### src/rtl/dm_access_seq.sv
// Sequential load/store controller between execute and a synchronous data memory; sub-word stores use read-modify-write.
// Optional build macro RMW_LAST_WORD_EN adds a one-entry last-written-word register that bypasses the memory read on a hit.
module dm_access_seq #(
    parameter int AW     = 10,
    parameter int RD_LAT = 1
) (
    input  logic          clk,
    input  logic          rst_n,
    input  logic          req,
    input  logic          we,
    input  logic [1:0]    size,
    input  logic          sgn,
    input  logic [AW-1:0] addr,
    input  logic [31:0]   busb,
    input  logic [31:0]   dm_out,
    output logic          busy,
    output logic          done,
    output logic          misalign,
    output logic [31:0]   rdata,
    output logic          dm_re,
    output logic          dm_we,
    output logic [AW-1:0] dm_addr,
    output logic [31:0]   dm_in
);

    typedef enum logic [2:0] {
        ST_IDLE  = 3'd0,
        ST_READ  = 3'd1,
        ST_WAIT  = 3'd2,
        ST_WRITE = 3'd3,
        ST_DONE  = 3'd4,
        ST_ERR   = 3'd5
    } state_t;

    localparam logic [2:0] LAST_CNT = 3'(RD_LAT - 1);

    state_t        state_r;
    state_t        state_nxt_s;
    logic [2:0]    wait_cnt_r;
    logic [2:0]    wait_cnt_nxt_s;
    logic          capture_s;
    logic          we_r;
    logic [1:0]    size_r;
    logic          sgn_r;
    logic [1:0]    lane_r;
    logic [31:0]   busb_r;
    logic [31:0]   rdata_nxt_s;
    logic [31:0]   dm_in_nxt_s;
    logic [AW-1:0] dm_addr_nxt_s;
    logic          busy_r;
    logic          done_r;
    logic          misalign_r;
    logic          dm_re_r;
    logic          dm_we_r;
    logic [31:0]   rdata_r;
    logic [31:0]   dm_in_r;
    logic [AW-1:0] dm_addr_r;

    function automatic logic is_misaligned(input logic [1:0] sz, input logic [1:0] lane);
        logic r;
        case (sz)
            2'b00:   r = 1'b0;
            2'b01:   r = lane[0];
            2'b10:   r = (lane != 2'b00);
            default: r = 1'b1;
        endcase
        return r;
    endfunction

    function automatic logic [31:0] extract_load(input logic [31:0] word, input logic [1:0] lane,
                                                 input logic [1:0] sz, input logic sx);
        logic [7:0]  b;
        logic [15:0] h;
        logic [31:0] r;
        case (lane)
            2'd0:    b = word[7:0];
            2'd1:    b = word[15:8];
            2'd2:    b = word[23:16];
            default: b = word[31:24];
        endcase
        h = lane[1] ? word[31:16] : word[15:0];
        case (sz)
            2'b00:   r = {{24{sx & b[7]}}, b};
            2'b01:   r = {{16{sx & h[15]}}, h};
            default: r = word;
        endcase
        return r;
    endfunction

    function automatic logic [31:0] merge_store(input logic [31:0] word, input logic [31:0] data,
                                                input logic [1:0] lane, input logic [1:0] sz);
        logic [31:0] r;
        case (sz)
            2'b00: begin
                case (lane)
                    2'd0:    r = {word[31:8], data[7:0]};
                    2'd1:    r = {word[31:16], data[7:0], word[7:0]};
                    2'd2:    r = {word[31:24], data[7:0], word[15:0]};
                    default: r = {data[7:0], word[23:0]};
                endcase
            end
            2'b01:   r = lane[1] ? {data[15:0], word[15:0]} : {word[31:16], data[15:0]};
            default: r = data;
        endcase
        return r;
    endfunction

`ifdef RMW_LAST_WORD_EN
    logic [31:0]   last_word_r;
    logic [AW-3:0] last_addr_r;
    logic          last_vld_r;
    logic          hit_s;

    assign hit_s = last_vld_r && (last_addr_r == addr[AW-1:2]);

    // Last-written-word register, refreshed by every memory write
    always_ff @(posedge clk or negedge rst_n) begin
        if (!rst_n) begin
            last_word_r <= 32'h0000_0000;
            last_addr_r <= '0;
            last_vld_r  <= 1'b0;
        end else if (state_r == ST_WRITE) begin
            last_word_r <= dm_in_r;
            last_addr_r <= dm_addr_r[AW-1:2];
            last_vld_r  <= 1'b1;
        end else begin
            last_vld_r  <= last_vld_r;
        end
    end
`endif

    // State and wait-counter register
    always_ff @(posedge clk or negedge rst_n) begin
        if (!rst_n) begin
            state_r    <= ST_IDLE;
            wait_cnt_r <= 3'd0;
        end else begin
            state_r    <= state_nxt_s;
            wait_cnt_r <= wait_cnt_nxt_s;
        end
    end

    // Next-state and next-output decode
    always_comb begin
        state_nxt_s    = state_r;
        wait_cnt_nxt_s = wait_cnt_r;
        capture_s      = 1'b0;
        rdata_nxt_s    = rdata_r;
        dm_in_nxt_s    = dm_in_r;
        dm_addr_nxt_s  = dm_addr_r;
        case (state_r)
            ST_IDLE: begin
                if (req) begin
                    capture_s     = 1'b1;
                    dm_addr_nxt_s = {addr[AW-1:2], 2'b00};
                    if (is_misaligned(size, addr[1:0])) begin
                        state_nxt_s = ST_ERR;
                    end else if (we && (size == 2'b10)) begin
                        dm_in_nxt_s = busb;
                        state_nxt_s = ST_WRITE;
                    end else begin
`ifdef RMW_LAST_WORD_EN
                        if (hit_s && we) begin
                            dm_in_nxt_s = merge_store(last_word_r, busb, addr[1:0], size);
                            state_nxt_s = ST_WRITE;
                        end else if (hit_s) begin
                            rdata_nxt_s = extract_load(last_word_r, addr[1:0], size, sgn);
                            state_nxt_s = ST_DONE;
                        end else begin
                            state_nxt_s = ST_READ;
                        end
`else
                        state_nxt_s = ST_READ;
`endif
                    end
                end else begin
                    state_nxt_s = ST_IDLE;
                end
            end
            ST_READ: begin
                wait_cnt_nxt_s = 3'd0;
                state_nxt_s    = ST_WAIT;
            end
            ST_WAIT: begin
                // dm_out is valid on the last of the RD_LAT wait cycles
                if (wait_cnt_r == LAST_CNT) begin
                    if (we_r) begin
                        dm_in_nxt_s = merge_store(dm_out, busb_r, lane_r, size_r);
                        state_nxt_s = ST_WRITE;
                    end else begin
                        rdata_nxt_s = extract_load(dm_out, lane_r, size_r, sgn_r);
                        state_nxt_s = ST_DONE;
                    end
                end else begin
                    wait_cnt_nxt_s = wait_cnt_r + 3'd1;
                end
            end
            ST_WRITE: state_nxt_s = ST_DONE;
            ST_DONE:  state_nxt_s = ST_IDLE;
            ST_ERR:   state_nxt_s = ST_IDLE;
            default:  state_nxt_s = ST_IDLE;
        endcase
    end

    // Request capture
    always_ff @(posedge clk or negedge rst_n) begin
        if (!rst_n) begin
            we_r   <= 1'b0;
            size_r <= 2'b00;
            sgn_r  <= 1'b0;
            lane_r <= 2'b00;
            busb_r <= 32'h0000_0000;
        end else if (capture_s) begin
            we_r   <= we;
            size_r <= size;
            sgn_r  <= sgn;
            lane_r <= addr[1:0];
            busb_r <= busb;
        end else begin
            we_r   <= we_r;
        end
    end

    // Registered outputs, aligned with the state they belong to
    always_ff @(posedge clk or negedge rst_n) begin
        if (!rst_n) begin
            busy_r     <= 1'b0;
            done_r     <= 1'b0;
            misalign_r <= 1'b0;
            dm_re_r    <= 1'b0;
            dm_we_r    <= 1'b0;
            rdata_r    <= 32'h0000_0000;
            dm_in_r    <= 32'h0000_0000;
            dm_addr_r  <= '0;
        end else begin
            busy_r     <= (state_nxt_s != ST_IDLE);
            done_r     <= (state_nxt_s == ST_DONE) || (state_nxt_s == ST_ERR);
            misalign_r <= (state_nxt_s == ST_ERR);
            dm_re_r    <= (state_nxt_s == ST_READ);
            dm_we_r    <= (state_nxt_s == ST_WRITE);
            rdata_r    <= rdata_nxt_s;
            dm_in_r    <= dm_in_nxt_s;
            dm_addr_r  <= dm_addr_nxt_s;
        end
    end

    assign busy     = busy_r;
    assign done     = done_r;
    assign misalign = misalign_r;
    assign dm_re    = dm_re_r;
    assign dm_we    = dm_we_r;
    assign rdata    = rdata_r;
    assign dm_in    = dm_in_r;
    assign dm_addr  = dm_addr_r;

endmodule

### config.mk
export PLATFORM = sky130hd
export DESIGN_NAME = dm_access_seq
export DESIGN_NICKNAME = d
export VERILOG_FILES = /design/src/rtl/dm_access_seq.sv
export SDC_FILE = /design/constraint.sdc
export NUM_CORES = 1
export LEC_CHECK = 0
export ABC_AREA = 0
export CORE_ASPECT_RATIO = 1.25
export CORE_MARGIN = 5
export CORE_UTILIZATION = 50
export DETAILED_ROUTE_END_ITERATION = 8
export GPL_TIMING_DRIVEN = 0
export PLACE_DENSITY = 0.78
export SLEW_MARGIN = 40
export SYNTH_ARGS = -nofsm -noshare
export SYNTH_HDL_FRONTEND = slang
export SYNTH_SLANG_ARGS = --single-unit
### constraint.sdc
create_clock -name clk -period 3.15 [get_ports clk]
set_clock_uncertainty 0.2 [all_clocks]
set_input_delay 0.63 -clock clk [delete_from_list [all_inputs] [get_ports clk]]
set_output_delay 0.63 -clock clk [all_outputs]
set_load 0.03 [all_outputs]
## Yosys cells after proc, flatten, opt, wreduce, memory -nomap -nowiden

Cells that the tools add are included.

| storage, ports and cells | value |
|---|---|
| register bits | 121 |
| bits in latches | 0 |
| RAM bits | 0 |
| ROM bits | 0 |
| bits of input ports | 81 |
| output and inout port bits | 79 |
| word-level logic and storage cells | 80 |
| memories kept | 0 |

| operators by class | value |
|---|---|
| add/sub/neg operators | 1 |
| $mul | 0 |
| div/mod/pow operators | 0 |
| magnitude comparators | 0 |
| eq/ne operators | 18 |
| shift-type cells | 0 |
| multiplexer cells | 28 |
| bitwise gates (word level) | 3 |
| reduce and logical (&&, ||, !) cells | 15 |

Operators by type and width:

| operator | number |
|---|---|
| 32-bit two-way mux | 6 |
| 32-bit one-hot mux with 2 select lines | 3 |
| 32-bit one-hot mux with 3 select lines | 1 |
| 8-bit two-way mux | 3 |
| 8-bit one-hot mux with 3 select lines | 1 |
| 16-bit two-way mux | 1 |
| 3-bit two-way mux | 5 |
| 2-bit != test (second input constant) | 6 |
| 3-bit one-hot mux with 4 select lines | 1 |
| 3-bit by 2-bit equality test with 1-bit output (second input constant) | 3 |
| 2-bit by 1-bit equality test with 1-bit output (second input constant) | 3 |
| 3-bit by 1-bit equality test with 1-bit output (second input constant) | 2 |
| 3-bit equality test (second input constant) | 2 |
| 2-bit zero test | 3 |
| 3-bit zero test | 2 |
| 3-bit one-hot mux with 2 select lines | 1 |
| 6-bit AND reduction | 1 |
| 2-bit nonzero test | 3 |
| 2-bit equality test (second input constant) | 2 |
| 1-bit two-way mux | 4 |
| 2-bit AND reduction | 2 |
| 3-bit by 1-bit adder with 3-bit output (second input constant) | 1 |
| 1-bit one-hot mux with 3 select lines | 1 |
| 3-bit AND reduction | 1 |
| 6 further kinds | 7 |

## Longest topological paths before layout

Gate-level depths: netlist (run 1).

| depth | value |
|---|---|
| depth after elaboration | 9 |
| mapped depth | 9 |
| mapped depth without buffers | 7 |

## Worst setup path after synthesis (run 1)

OpenSTA, ideal clock, no wires.

| timing path | value |
|---|---|
| kind | flip-flop to flip-flop |
| start | register wait_cnt_r[0] |
| end | register dm_in_r[10], in the netlist dm_in[10] |
| library setup time | 0.127 ns |
| data arrival time | 1.920 ns |
| required time | 2.823 ns |
| path slack | 0.903 ns |
| cell stages (with the launch flop) | 9 |
| path buffers | 1 |
| clock period less this slack | 2.247 ns |
| path through | dfrtp_1 > inv_1 > ha_1 > nor3b_4 > o221ai_4 > a21oi_4 > inv_4 > buf_6 > mux2_1 |

| between the ends | value |
|---|---|
| cells in the longest elaborated chain, start to end | 3 |

Ends and longest elaborated chain:

| element | RTL line | RTL |
|---|---|---|
| from (decl) | 39 | `logic [2:0] wait_cnt_r;` |
| from (signal assigned) | 139 | `wait_cnt_r <= wait_cnt_nxt_s;` |
| 3-bit zero test | 186 | `if (wait_cnt_r == LAST_CNT) begin` |
| 2-bit != test (no line) | -- |  |
| 6-bit AND reduction (no line) | -- |  |
| to (signal assigned) | 242 | `dm_in_r <= dm_in_nxt_s;` |
| to (decl) | 56 | `logic [31:0] dm_in_r;` |

Every way passes these cells.
A chain may end at the register's enable or synchronous reset.

## Final worst setup path (run 1)

| timing path | value |
|---|---|
| start | input size[0] |
| end | register dm_in_r[14], in the netlist dm_in[14] |

| between the ends | value |
|---|---|
| cells in the longest elaborated chain, start to end | 6 |
| elaborated cells between the ends (all ways) | 10 |
| those cells by class | 4 x eq/ne; 3 x mux; 3 x reduce/logical |

Ends and longest elaborated chain:

| element | RTL line | RTL |
|---|---|---|
| from (decl) | 11 | `input logic [1:0] size,` |
| 2-bit equality test, or another cell as far along | 61, 158 |  |
| 1-bit one-hot mux with 3 select lines | 61 | `case (sz)` |
| 1-bit two-way mux | 153 | `if (req) begin` |
| 1-bit two-way mux | 151 | `case (state_r)` |
| 2-bit != test (no line) | -- |  |
| 6-bit AND reduction (no line) * | -- |  |

Mark *: on every way between the ends. The rest lies on a longest branch, timed or not. The select of a mux whose other input is x is not followed.

==> impl_metrics.prom, run 1 <==
# TYPE chip_impl_metric gauge
chip_impl_info{name="status",value="finished clean"} 1
chip_impl_info{name="timing.critical_path.from_type",value="input pin"} 1
chip_impl_metric{name="synth-seq-cells",unit=""} 121
chip_impl_metric{name="post-dp-hpwl",unit="microns"} 16200
chip_impl_metric{name="synth.top_cell.area_share",unit="%"} 47.2
chip_impl_metric{name="antenna_found_initial",unit=""} 0
chip_impl_metric{name="synth-edff-count",unit=""} 0
chip_impl_metric{name="grt_remaining_overflow",unit=""} 0
chip_impl_metric{name="io-pin-count",unit=""} 160
chip_impl_metric{name="worst-r2r-setup-slack",unit="ps"} 570
chip_impl_metric{name="area_growth_syn_to_fin",unit="%"} 37.7
chip_impl_metric{name="netSwitchingPower",unit="uW"} 4320
chip_impl_metric{name="drt_iter0_markers",unit=""} 572
chip_impl_metric{name="pin_count_of_the_biggest_net_entering_global_routing",unit=""} 70
chip_impl_metric{name="fp.dieW",unit="microns"} 111
chip_impl_metric{name="timing.reg2reg.worst_path_depth",unit=""} 8
chip_impl_metric{name="drive_above_1_share",unit="%"} 13.8
chip_impl_metric{name="grt_pass1_vias",unit=""} 5999
chip_impl_info{name="largest_cells_by_area_after_synthesis",value="sky130_fd_sc_hd__dfrtp_1 (47%), sky130_fd_sc_hd__mux2_2 (9.0%), sky130_fd_sc_hd__a211oi_1 (3.7%), sky130_fd_sc_hd__nand3_1 (3.4%), sky130_fd_sc_hd__nand2_1 (3.3%)"} 1
chip_impl_metric{name="power_report.internal_total",unit="uW"} 5570
chip_impl_metric{name="number_of_instances_resized_during_post_cts_repair",unit=""} 0
chip_impl_metric{name="clk_latency",unit="ps"} 430
chip_impl_info{name="crit-reg2reg-launch",value="state_r[2]"} 1
chip_impl_metric{name="clkSlewWorstSetupHoldPaths",unit="ps"} 50
chip_impl_info{name="critical-path-slowest-cell",value="sky130_fd_sc_hd__clkdlybuf4s50_1"} 1
chip_impl_metric{name="routed-via-count",unit=""} 6065
chip_impl_metric{name="yosysWarningCount",unit=""} 0
chip_impl_metric{name="crit_path_max_fanout",unit=""} 10
chip_impl_metric{name="total_number_of_h_tree_levels",unit=""} 4
chip_impl_info{name="tritoncts",value="yes"} 1
chip_impl_metric{name="timing.slew.headroom",unit="%"} 40.5
chip_impl_metric{name="antenna-diode-count",unit=""} 0
chip_impl_info{name="hold_path.startpoint",value="dm_in[15]"} 1
chip_impl_metric{name="min_delay_path_depth",unit=""} 1
chip_impl_metric{name="synth_seq_area_share",unit="%"} 47.2
chip_impl_metric{name="fin_cells",unit=""} 988
chip_impl_metric{name="syn_area_per_cell",unit="sq um"} 10.2
chip_impl_metric{name="die_area",unit="sq um"} 15200
chip_impl_info{name="path_cells",value="clkdlybuf4s50_1 > nor3_1 > o21a_1 > buf_2 > a21oi_4 > inv_4 > buf_6 > mux2_1"} 1
chip_impl_metric{name="m1WireLength",unit="microns"} 8460
chip_impl_info{name="critPathCaptureType",value="flop"} 1
chip_impl_metric{name="wl_met3",unit="microns"} 1650
chip_impl_metric{name="timing_worst_slew_pin_value",unit="ps"} 892
chip_impl_metric{name="drt-pass1-iter-count",unit=""} 7
chip_impl_metric{name="clock_power_share",unit="%"} 19.6
chip_impl_metric{name="synth_cell_type_count",unit=""} 55
chip_impl_metric{name="residual_antenna_violating_net_count_after_detailed_routing",unit=""} 0
chip_impl_info{name="synth-main-ff-cell",value="sky130_fd_sc_hd__dfrtp_1"} 1
chip_impl_metric{name="number_of_cells_in_the_design_after_placement",unit=""} 955
chip_impl_info{name="rsz0062_at_grt",value="false"} 1
chip_impl_metric{name="clock-sinks",unit=""} 121
chip_impl_metric{name="max_stage_delay",unit="ps"} 540
chip_impl_metric{name="power.share.switching",unit="%"} 43.7
chip_impl_metric{name="critical_path_arrival",unit="ps"} 2740
chip_impl_metric{name="worst_setup_slack_after_layout",unit="ps"} 507
chip_impl_metric{name="worst_ep_required_time",unit="ps"} 3250
chip_impl_metric{name="final_util",unit="%"} 69.7
chip_impl_metric{name="slew_violations",unit=""} 0
chip_impl_metric{name="initial_core_util",unit="%"} 50.7
chip_impl_metric{name="avgViaCountPerCell",unit=""} 6.14
chip_impl_metric{name="finalCritPeriodShare",unit="%"} 83.9
chip_impl_info{name="setup.worst_path.class",value="in2reg"} 1
chip_impl_metric{name="die_y",unit="microns"} 137
chip_impl_metric{name="std_cell_rows",unit=""} 46
chip_impl_metric{name="met2WireLength",unit="microns"} 11000
chip_impl_info{name="hold_path_class",value="reg2reg"} 1
chip_impl_metric{name="num-fill-cells",unit=""} 979
chip_impl_metric{name="cts-root-to-sink-buffers",unit=""} 2
chip_impl_metric{name="share_seq_of_total_power",unit="%"} 28.9
chip_impl_metric{name="power-per-cell-area",unit="nW/um^2"} 1120
chip_impl_metric{name="setup_viol",unit=""} 0
chip_impl_metric{name="power.share.combinational",unit="%"} 51.5
chip_impl_metric{name="core-area",unit="sq um"} 12700
chip_impl_metric{name="cts_made_buffers",unit=""} 17
chip_impl_metric{name="buffer_ports.inserted",unit=""} 157
chip_impl_metric{name="grt_first_pass_wirelength",unit="microns"} 33200
chip_impl_metric{name="drv_cap",unit=""} 0
chip_impl_info{name="top_signal_layer_used",value="met4"} 1
chip_impl_metric{name="wl_per_cell",unit="microns"} 22.0
chip_impl_metric{name="ir_worst_vdd",unit="uV"} 550
chip_impl_info{name="synth_top_cell_by_area",value="sky130_fd_sc_hd__dfrtp_1"} 1
chip_impl_metric{name="syn_inst",unit=""} 628
chip_impl_info{name="clk_root_buffer_cell",value="sky130_fd_sc_hd__clkbuf_16"} 1
chip_impl_metric{name="period_needed",unit="ps"} 2640
chip_impl_metric{name="nNetsFinal",unit=""} 890
chip_impl_metric{name="totalPowerFinal",unit="uW"} 9880
chip_impl_metric{name="place_ws",unit="ps"} 98.0
chip_impl_metric{name="timing.fmax",unit="MHz"} 378
chip_impl_metric{name="timing_hold_violations_final",unit=""} 0
chip_impl_info{name="hold_path_end",value="dm_in[15]"} 1
chip_impl_metric{name="drc",unit=""} 0
chip_impl_metric{name="syn_area",unit="sq um"} 6410
chip_impl_metric{name="gp_congestion",unit=""} 0.912
chip_impl_metric{name="routed_wl",unit="microns"} 21700
chip_impl_metric{name="ys_async_sr_fraction",unit="%"} 100
chip_impl_metric{name="global_route.usage.total",unit="%"} 28.2
chip_impl_metric{name="total_leakage_power",unit="uW"} 0.00363
chip_impl_info{name="critical_path.reg2reg.endpoint",value="dm_in[14]"} 1
cells in the mapped netlist, types with 3 or more instances:
cell / number
sky130_fd_sc_hd__o221ai_1: 16
sky130_fd_sc_hd__o22ai_1: 9
sky130_fd_sc_hd__o211ai_1: 8
sky130_fd_sc_hd__a22o_1: 9
sky130_fd_sc_hd__clkbuf_1: 34
sky130_fd_sc_hd__nor2_1: 38
sky130_fd_sc_hd__mux2i_1: 7
sky130_fd_sc_hd__mux2_2: 51
sky130_fd_sc_hd__buf_4: 3
sky130_fd_sc_hd__buf_2: 10
sky130_fd_sc_hd__o31ai_1: 16
sky130_fd_sc_hd__nand3_1: 44
sky130_fd_sc_hd__and3b_1: 9
sky130_fd_sc_hd__a41oi_1: 8
sky130_fd_sc_hd__dfrtp_1: 121
sky130_fd_sc_hd__nor3b_1: 3
sky130_fd_sc_hd__a221oi_1: 7
sky130_fd_sc_hd__buf_1: 4
sky130_fd_sc_hd__nand2b_1: 6
sky130_fd_sc_hd__a21oi_1: 15
sky130_fd_sc_hd__a211oi_1: 32
sky130_fd_sc_hd__o21ai_0: 39
sky130_fd_sc_hd__mux2_1: 11
sky130_fd_sc_hd__inv_1: 13
sky130_fd_sc_hd__o32ai_1: 8
sky130_fd_sc_hd__nand2_1: 56
sky130_fd_sc_hd__and3_1: 9
sky130_fd_sc_hd__a21boi_0: 8
placed cells by master (no fill, tap or decap), types with 13 or more instances in the layout:
cell,count
sky130_fd_sc_hd__a211oi_1,32
sky130_fd_sc_hd__a21oi_1,15
sky130_fd_sc_hd__clkbuf_1,34
sky130_fd_sc_hd__clkbuf_16,17
sky130_fd_sc_hd__clkdlybuf4s50_1,156
sky130_fd_sc_hd__dfrtp_1,121
sky130_fd_sc_hd__inv_1,13
sky130_fd_sc_hd__mux2_2,51
sky130_fd_sc_hd__nand2_1,56
sky130_fd_sc_hd__nand3_1,44
sky130_fd_sc_hd__nor2_1,38
sky130_fd_sc_hd__o21ai_0,39
sky130_fd_sc_hd__o221ai_1,16
sky130_fd_sc_hd__o31ai_1,16
layout make-up:
type / count / area (sq um) / area share [%]
Inverter: 15 / 58.8 / 0.666
Buffer: 54 / 243 / 2.75
Tap cell: 168 / 210 / 2.38
Sequential cell: 121 / 3030 / 34.3
Clock inverter: 14 / 148 / 1.67
Timing Repair Buffer: 159 / 1610 / 18.3
Multi-Input combinational cell: 439 / 3090 / 35.0
Clock buffer: 18 / 439 / 4.97
metrics by stage:
step | instance area (sq um) | TNS [ps] | hold slack, ps
2_1_floorplan | 6420 | 0 | 134
3_3_place_gp | 8200 | -393700 | 266
3_5_place_dp | 8230 | 0 | 277
4_1_cts | 8830 | 0 | 287
5_1_grt | 8830 | 0 | 308
6_report | 8830 | 0 | 284
layer usage:
metal  vias up  GRT usage (%)
li1       2718              -
met1      2964           35.2
met2       330           47.8
met3        53           6.46
met4         0           11.0
met5         -              0
cell families (layout without fill, tap and decap cells):
kind of cell    after synthesis  in the layout  share of synthesized area (%)
fa+ha+maj                     2              2                          0.390
buf+inv                      69            260                           4.70
simple gates                180            180                           14.4
compound gates              185            185                           20.9
mux                          70             70                           12.3
flops                       121            121                           47.2
other cells                   1              2                         0.0585
sequential cells by signal, summed over array words and instances (netlist names):
name and cells:
size_r 2, wait_cnt_r 3, misalign 1, busy 1, dm_in 32, dm_re 1, rdata 32, busb_r 32
done 1, dm_we 1, dm_addr 8, state_r 3, lane_r 2, sgn_r 1, we_r 1
power groups by stage:
stage	Combinational (uW)	Clock [uW]	Sequential, uW
floorplan	2270	0	3640
global placement	4910	0	2830
detailed placement	5030	0	2860
CTS	5070	1960	2840
global route	5410	2030	2930
finish	5090	1940	2850
how the worst max path moves through the flow:
stage	from	end	slack (ps)	cells after the start
finish	size[0]	dm_in[14]	510	8
global route	size[0]	dm_in[9]	350	8
CTS	req	dm_in[14]	540	8
detailed placement	req	dm_in[14]	100	8
global placement	rst_n	rdata[11]	-3260	1
floorplan	wait_cnt_r[0]	dm_in[10]	900	8
timing repair:
action,4_1_cts,5_1_grt
setup endpoints to repair,0,0
buffers inserted,0,0
hold buffers,1,0
hold endpoints to repair,52,0
worst max-delay path: cells and delay by family:
kind	cells	cell delay, ps
AO/OA/AOI/OAI	2	310
buffers and inverters	4	1090
multiplexers	1	340
AND/OR/NAND/NOR	1	360
Note: power is estimated with default switching activity, not from simulation.
==> run 2: changes to the inputs <==
- clock period: 3.15 -> 2.5 ns (I/O delays scaled with it)
==> run 2 against run 1 <==
- clock power up 26%
- combinational power rose by 28%
- routed wire length up 0.18%
- utilization rose by 0.67 points
- setup slack worse by 450 ps
- register-to-register slack got worse by 510 ps
- highest routed layer unchanged
==> impl_metrics.prom, run 2 (synthesis results as in run 1) <==
# TYPE chip_impl_metric gauge
chip_impl_metric{name="num-fill-cells",unit=""} 970
chip_impl_info{name="timing.critical_path.from_type",value="flop"} 1
chip_impl_info{name="critPathCaptureType",value="flop"} 1
chip_impl_info{name="critical-path-slowest-cell",value="sky130_fd_sc_hd__or3b_1"} 1
chip_impl_metric{name="cts-root-to-sink-buffers",unit=""} 2
chip_impl_metric{name="clkSlewWorstSetupHoldPaths",unit="ps"} 60
chip_impl_metric{name="area_growth_syn_to_fin",unit="%"} 39.0
chip_impl_info{name="status",value="finished clean"} 1
chip_impl_metric{name="antenna_found_initial",unit=""} 0
chip_impl_metric{name="drv_cap",unit=""} 0
chip_impl_metric{name="nNetsFinal",unit=""} 896
chip_impl_metric{name="core-area",unit="sq um"} 12700
chip_impl_metric{name="timing_worst_slew_pin_value",unit="ps"} 865
chip_impl_metric{name="clock-sinks",unit=""} 121
chip_impl_metric{name="drt_iter0_markers",unit=""} 612
chip_impl_metric{name="summed_negative_setup_slack_over_all_endpoints",unit="ps"} 0
chip_impl_metric{name="wl_per_cell",unit="microns"} 21.9
chip_impl_metric{name="timing.fmax",unit="MHz"} 410
chip_impl_metric{name="residual_antenna_violating_net_count_after_detailed_routing",unit=""} 0
chip_impl_metric{name="fp.dieW",unit="microns"} 111
chip_impl_metric{name="crit_path_max_fanout",unit=""} 10
chip_impl_metric{name="std_cell_rows",unit=""} 46
chip_impl_metric{name="worst_setup_slack_after_layout",unit="ps"} 61.0
chip_impl_info{name="clk_root_buffer_cell",value="sky130_fd_sc_hd__clkbuf_16"} 1
chip_impl_metric{name="slew_violations",unit=""} 0
chip_impl_metric{name="routed_wl",unit="microns"} 21700
chip_impl_info{name="final_cell_mix",value="sky130_fd_sc_hd__clkdlybuf4s50_1 (156), sky130_fd_sc_hd__dfrtp_1 (121), sky130_fd_sc_hd__nand2_1 (56), sky130_fd_sc_hd__mux2_2 (51), sky130_fd_sc_hd__nand3_1 (44)"} 1
chip_impl_info{name="setup.worst_path.class",value="reg2reg"} 1
chip_impl_metric{name="grt_first_pass_wirelength",unit="microns"} 33300
chip_impl_metric{name="die_area",unit="sq um"} 15200
chip_impl_metric{name="multiInputGateArea",unit="sq um"} 3110
chip_impl_metric{name="total_leakage_power",unit="uW"} 0.00368
chip_impl_metric{name="pin_count_of_the_biggest_net_entering_global_routing",unit=""} 70
chip_impl_metric{name="worst_ep_required_time",unit="ps"} 2600
chip_impl_metric{name="critical_path_arrival",unit="ps"} 2540
chip_impl_metric{name="setup_viol",unit=""} 0
chip_impl_metric{name="total_number_of_h_tree_levels",unit=""} 4
chip_impl_metric{name="drive_above_1_share",unit="%"} 15.4
chip_impl_info{name="path_cells",value="buf_4 > or3b_1 > buf_2 > a2111o_1 > a221oi_1 > nor2_1"} 1
chip_impl_metric{name="seqCellArea",unit="sq um"} 3030
chip_impl_metric{name="avgViaCountPerCell",unit=""} 6.09
chip_impl_info{name="hold_path_class",value="reg2reg"} 1
chip_impl_metric{name="global_route.usage.total",unit="%"} 28.2
chip_impl_metric{name="finalCritPeriodShare",unit="%"} 97.6
chip_impl_metric{name="initial_core_util",unit="%"} 50.7
chip_impl_metric{name="drc",unit=""} 0
chip_impl_info{name="mostFrequentLayoutCell",value="sky130_fd_sc_hd__clkdlybuf4s50_1"} 1
chip_impl_metric{name="totalPowerFinal",unit="uW"} 12600
chip_impl_info{name="rsz0062_at_grt",value="true"} 1
chip_impl_metric{name="io-pin-count",unit=""} 160
chip_impl_metric{name="buffer_ports.inserted",unit=""} 157
chip_impl_metric{name="clk_latency",unit="ps"} 430
chip_impl_metric{name="ir_worst_vdd",unit="uV"} 693
chip_impl_metric{name="cts_made_buffers",unit=""} 17
chip_impl_metric{name="period_needed",unit="ps"} 2440
chip_impl_metric{name="grt_pass1_vias",unit=""} 6019
chip_impl_metric{name="max_stage_delay",unit="ps"} 460
chip_impl_metric{name="timing.critical_path.buf_inv",unit=""} 2
chip_impl_metric{name="grt_remaining_overflow",unit=""} 0
chip_impl_metric{name="drt-pass1-iter-count",unit=""} 5
chip_impl_metric{name="timing.slew.headroom",unit="%"} 42.3
chip_impl_metric{name="routed-via-count",unit=""} 6050
chip_impl_metric{name="power-per-cell-area",unit="nW/um^2"} 1410
chip_impl_metric{name="gp_congestion",unit=""} 0.912
chip_impl_metric{name="place_ws",unit="ps"} -422
chip_impl_info{name="cp_top_family",value="compound AO/OA/AOI/OAI gates"} 1
chip_impl_info{name="tritoncts",value="yes"} 1
chip_impl_metric{name="die_y",unit="microns"} 137
chip_impl_metric{name="antenna-diode-count",unit=""} 0
chip_impl_metric{name="post-dp-hpwl",unit="microns"} 16200
chip_impl_metric{name="timing_hold_violations_final",unit=""} 0
[run 2: cell count changes in the layout (fill, tap and decap cells not counted), sizes merged]
cell and delta:
buf +6
[run 2: worst paths after layout]
check / from / endpoint / slack [ps] / depth (start not counted)
max: state_r[2] / rdata[14] / 60 / 6
min: dm_in[15] / dm_in[15] / 280 / 1
max reg2reg: state_r[2] / rdata[14] / 60 / 6
min reg2reg: dm_in[15] / dm_in[15] / 280 / 1
max in group asynchronous: rst_n / rdata[10] / 1010 / 3
min in group asynchronous: rst_n / dm_addr[8] / 400 / 2
[run 2: metal layers]
layer | track usage [%] | vias to the layer above | part of all wire (%)
met5 | 0 | - | 0
met4 | 11.4 | 0 | 2.6
met3 | 6.99 | 52 | 7.4
met2 | 47.7 | 304 | 51
met1 | 34.9 | 2972 | 39
li1 | - | 2722 | -
[run 2: per-stage QoR]
step,cells,hold slack [ps],instance area [sq um],utilization [%]
final,994,282,8910,70.4
after floorplan,629,4.41,6420,-
after global placement,954,266,8200,64.8
after detailed placement,955,235,8230,65.0
after CTS,989,287,8840,69.8
after global routing,994,308,8910,70.4
[run 2: repair_timing]
action / 4_1_cts / 5_1_grt
pin swaps: 2 / 4
resized for setup: 1 / 14
buffers inserted: 1 / 5
endpoints found under the setup margin: 11 / 39
hold buffers: 1 / 0
endpoints found under the hold margin: 52 / 0
gates cloned: 0 / 0
[run 2: final cells by class]
type	count	share of cell area [%]
plain buffers	54	2.81
flip-flops and latches	121	34.0
clock inverters	14	1.66
multi-input cells	439	34.9
inverters	15	0.660
repair buffers	165	18.8
well taps	168	2.36
clock buffers	18	4.93
[run 2: power by group]
| group | switching (uW) | leakage [uW] | internal [uW] |
|---|---|---|---|
| clock | 952 | 0.000275 | 1490 |
| sequential | 692 | 0.00146 | 2900 |
| combinational | 3820 | 0.00195 | 2690 |
==> run 3: changes to the inputs <==
- CORE_UTILIZATION: 50 -> 35
- MAX_ROUTING_LAYER: unset -> met4
- PLACE_DENSITY: 0.78 -> 0.57
==> run 3 against run 2 <==
- non-clock buffer count up 4
- utilization down 21 points
- final cell count rose by 6.3%
- routed wire length up 7.3%
- hold slack lost 1.4 ps
- largest power group unchanged
==> impl_metrics.prom, run 3 (synthesis results as in run 1) <==
# TYPE chip_impl_metric gauge
chip_impl_info{name="status",value="finished clean"} 1
chip_impl_metric{name="multiInputGateArea",unit="sq um"} 3110
chip_impl_metric{name="clk_latency",unit="ps"} 410
chip_impl_metric{name="timing.critical_path.buf_inv",unit=""} 2
chip_impl_info{name="timing.critical_path.from_type",value="flop"} 1
chip_impl_metric{name="pin_count_of_the_biggest_net_entering_global_routing",unit=""} 63
chip_impl_info{name="critical-path-slowest-cell",value="sky130_fd_sc_hd__or3b_1"} 1
chip_impl_metric{name="worst_ep_required_time",unit="ps"} 2590
chip_impl_info{name="hold_path.startpoint",value="rdata[4]"} 1
chip_impl_metric{name="nNetsFinal",unit=""} 900
chip_impl_metric{name="core-area",unit="sq um"} 18100
chip_impl_metric{name="totalPowerFinal",unit="uW"} 12700
chip_impl_info{name="tritoncts",value="yes"} 1
chip_impl_metric{name="gp_congestion",unit=""} 0.888
chip_impl_info{name="critical_path.reg2reg.endpoint",value="rdata[10]"} 1
chip_impl_info{name="final_cell_mix",value="sky130_fd_sc_hd__clkdlybuf4s50_1 (156), sky130_fd_sc_hd__dfrtp_1 (121), sky130_fd_sc_hd__nand2_1 (56), sky130_fd_sc_hd__mux2_2 (51), sky130_fd_sc_hd__nand3_1 (44)"} 1
chip_impl_info{name="clk_root_buffer_cell",value="sky130_fd_sc_hd__clkbuf_16"} 1
chip_impl_metric{name="max_stage_delay",unit="ps"} 470
chip_impl_metric{name="timing.reg2reg.worst_path_depth",unit=""} 6
chip_impl_metric{name="seqCellArea",unit="sq um"} 3030
chip_impl_metric{name="grt_first_pass_wirelength",unit="microns"} 35900
chip_impl_metric{name="setup_viol",unit=""} 0
chip_impl_metric{name="std_cell_rows",unit=""} 55
chip_impl_metric{name="clock-sinks",unit=""} 121
chip_impl_metric{name="drt-pass1-iter-count",unit=""} 5
chip_impl_metric{name="die_y",unit="microns"} 161
chip_impl_metric{name="timing_hold_violations_final",unit=""} 0
chip_impl_metric{name="wl_per_cell",unit="microns"} 22.1
chip_impl_metric{name="total_number_of_h_tree_levels",unit=""} 4
chip_impl_metric{name="slew_violations",unit=""} 0
chip_impl_metric{name="die_area",unit="sq um"} 21100
chip_impl_metric{name="antenna-diode-count",unit=""} 0
chip_impl_metric{name="cts_made_buffers",unit=""} 17
chip_impl_metric{name="total_leakage_power",unit="uW"} 0.00372
chip_impl_metric{name="fp.dieW",unit="microns"} 131
chip_impl_metric{name="period_needed",unit="ps"} 2410
chip_impl_metric{name="io-pin-count",unit=""} 160
chip_impl_metric{name="antenna_found_initial",unit=""} 0
chip_impl_metric{name="residual_antenna_violating_net_count_after_detailed_routing",unit=""} 0
chip_impl_metric{name="post-dp-hpwl",unit="microns"} 17700
chip_impl_info{name="crit-reg2reg-launch",value="state_r[2]"} 1
chip_impl_metric{name="post-route-cell-area",unit="sq um"} 9020
chip_impl_metric{name="global_route.usage.total",unit="%"} 22.9
chip_impl_info{name="hold_path_class",value="reg2reg"} 1
chip_impl_metric{name="drc",unit=""} 0
chip_impl_metric{name="final_util",unit="%"} 49.8
chip_impl_metric{name="finalCritPeriodShare",unit="%"} 96.5
chip_impl_info{name="mostFrequentLayoutCell",value="sky130_fd_sc_hd__clkdlybuf4s50_1"} 1
chip_impl_metric{name="ir_worst_vdd",unit="uV"} 540
chip_impl_info{name="startpoint",value="state_r[2]"} 1
chip_impl_metric{name="timing_worst_slew_pin_value",unit="ps"} 673
chip_impl_metric{name="drive_above_1_share",unit="%"} 15.7
chip_impl_metric{name="min_delay_path_depth",unit=""} 2
chip_impl_metric{name="drv_cap",unit=""} 0
chip_impl_metric{name="worst-r2r-setup-slack",unit="ps"} 90
chip_impl_metric{name="buffer_ports.inserted",unit=""} 157
chip_impl_metric{name="timing.slew.headroom",unit="%"} 54.9
chip_impl_metric{name="placement.cell_area",unit="sq um"} 8310
chip_impl_metric{name="clkSlewWorstSetupHoldPaths",unit="ps"} 50
chip_impl_metric{name="avgViaCountPerCell",unit=""} 5.68
chip_impl_metric{name="routed_wl",unit="microns"} 23300
chip_impl_metric{name="initial_core_util",unit="%"} 35.4
chip_impl_metric{name="grt_pass1_vias",unit=""} 6301
chip_impl_metric{name="cts-root-to-sink-buffers",unit=""} 2
chip_impl_metric{name="drt_iter0_markers",unit=""} 452
chip_impl_info{name="critPathCaptureType",value="flop"} 1
chip_impl_info{name="hold_path_end",value="rdata[4]"} 1
chip_impl_metric{name="routed-via-count",unit=""} 6007
chip_impl_metric{name="place_ws",unit="ps"} -494
chip_impl_metric{name="power-per-cell-area",unit="nW/um^2"} 1400
chip_impl_info{name="setup.worst_path.class",value="reg2reg"} 1
chip_impl_metric{name="critical_path_arrival",unit="ps"} 2500
chip_impl_info{name="path_cells",value="buf_4 > or3b_1 > buf_2 > a2111o_1 > a221oi_1 > nor2_1"} 1
chip_impl_metric{name="timing.fmax",unit="MHz"} 415
chip_impl_metric{name="num-fill-cells",unit=""} 1702
chip_impl_info{name="cp_top_family",value="compound AO/OA/AOI/OAI gates"} 1
chip_impl_metric{name="worst_setup_slack_after_layout",unit="ps"} 87.7
chip_impl_metric{name="crit_path_max_fanout",unit=""} 10
chip_impl_metric{name="summed_negative_setup_slack_over_all_endpoints",unit="ps"} 0
chip_impl_metric{name="area_growth_syn_to_fin",unit="%"} 40.7
chip_impl_metric{name="grt_remaining_overflow",unit=""} 0
run 3: changes by cell type in the layout (fill, tap and decap cells not counted), sizes merged:
cell	change
bufinv	+1
buf	+3
clkinvlp	-3
inv	-3
clkbuf	+5
run 3: worst max path at each step:
stage	endpoint	slack [ps]	cells past startpoint
floorplan	dm_in[10]	250	8
global placement	rdata[28]	-4040	1
detailed placement	dm_in[13]	-490	8
CTS	dm_in[1]	20	6
global route	dm_in[26]	-20	6
finish	rdata[10]	90	6
run 3: report_power, final:
group	internal, uW	total (uW)	switching (uW)
Clock	1600	2480	873
Sequential	2900	3620	723
Combinational	2720	6560	3840
Total	7230	12700	5430
run 3: metrics by stage:
stage | std cells | hold WS (ps)
after floorplan | 629 | 4.41
after global placement | 1014 | 277
after detailed placement | 1015 | 264
after CTS | 1049 | 284
after global routing | 1057 | 307
final | 1057 | 281
run 3: layer usage:
layer,track usage [%],wire length [microns],vias to the layer above
met1,28.9,9870,3012
met3,3.47,1230,49
met2,36.1,11600,220
li1,-,-,2726
met5,-,0,-
met4,10.2,677,0
run 3: worst min-delay path, cell delays in order (launching register included):
cell and delay [ps]:
sky130_fd_sc_hd__dfrtp_1 340, sky130_fd_sc_hd__nand2_1 50, sky130_fd_sc_hd__o21ai_0 60
run 3: final cells by class:
cell class,count,share of cell area [%]
Multi-Input combinational cell,439,34.5
Sequential cell,121,33.6
Timing Repair Buffer,169,18.7
Clock buffer,22,5.15
Tap cell,228,3.16
Buffer,54,2.86
Clock inverter,9,1.36
Inverter,15,0.693
run 3: what timing repair did:
action / 4_1_cts / 5_1_grt
setup buffers: 2 / 8
setup endpoints to repair: 17 / 46
gates resized for setup: 2 / 18
pin swaps: 2 / 4
hold buffers: 1 / 0
endpoints found under the hold margin: 59 / 0
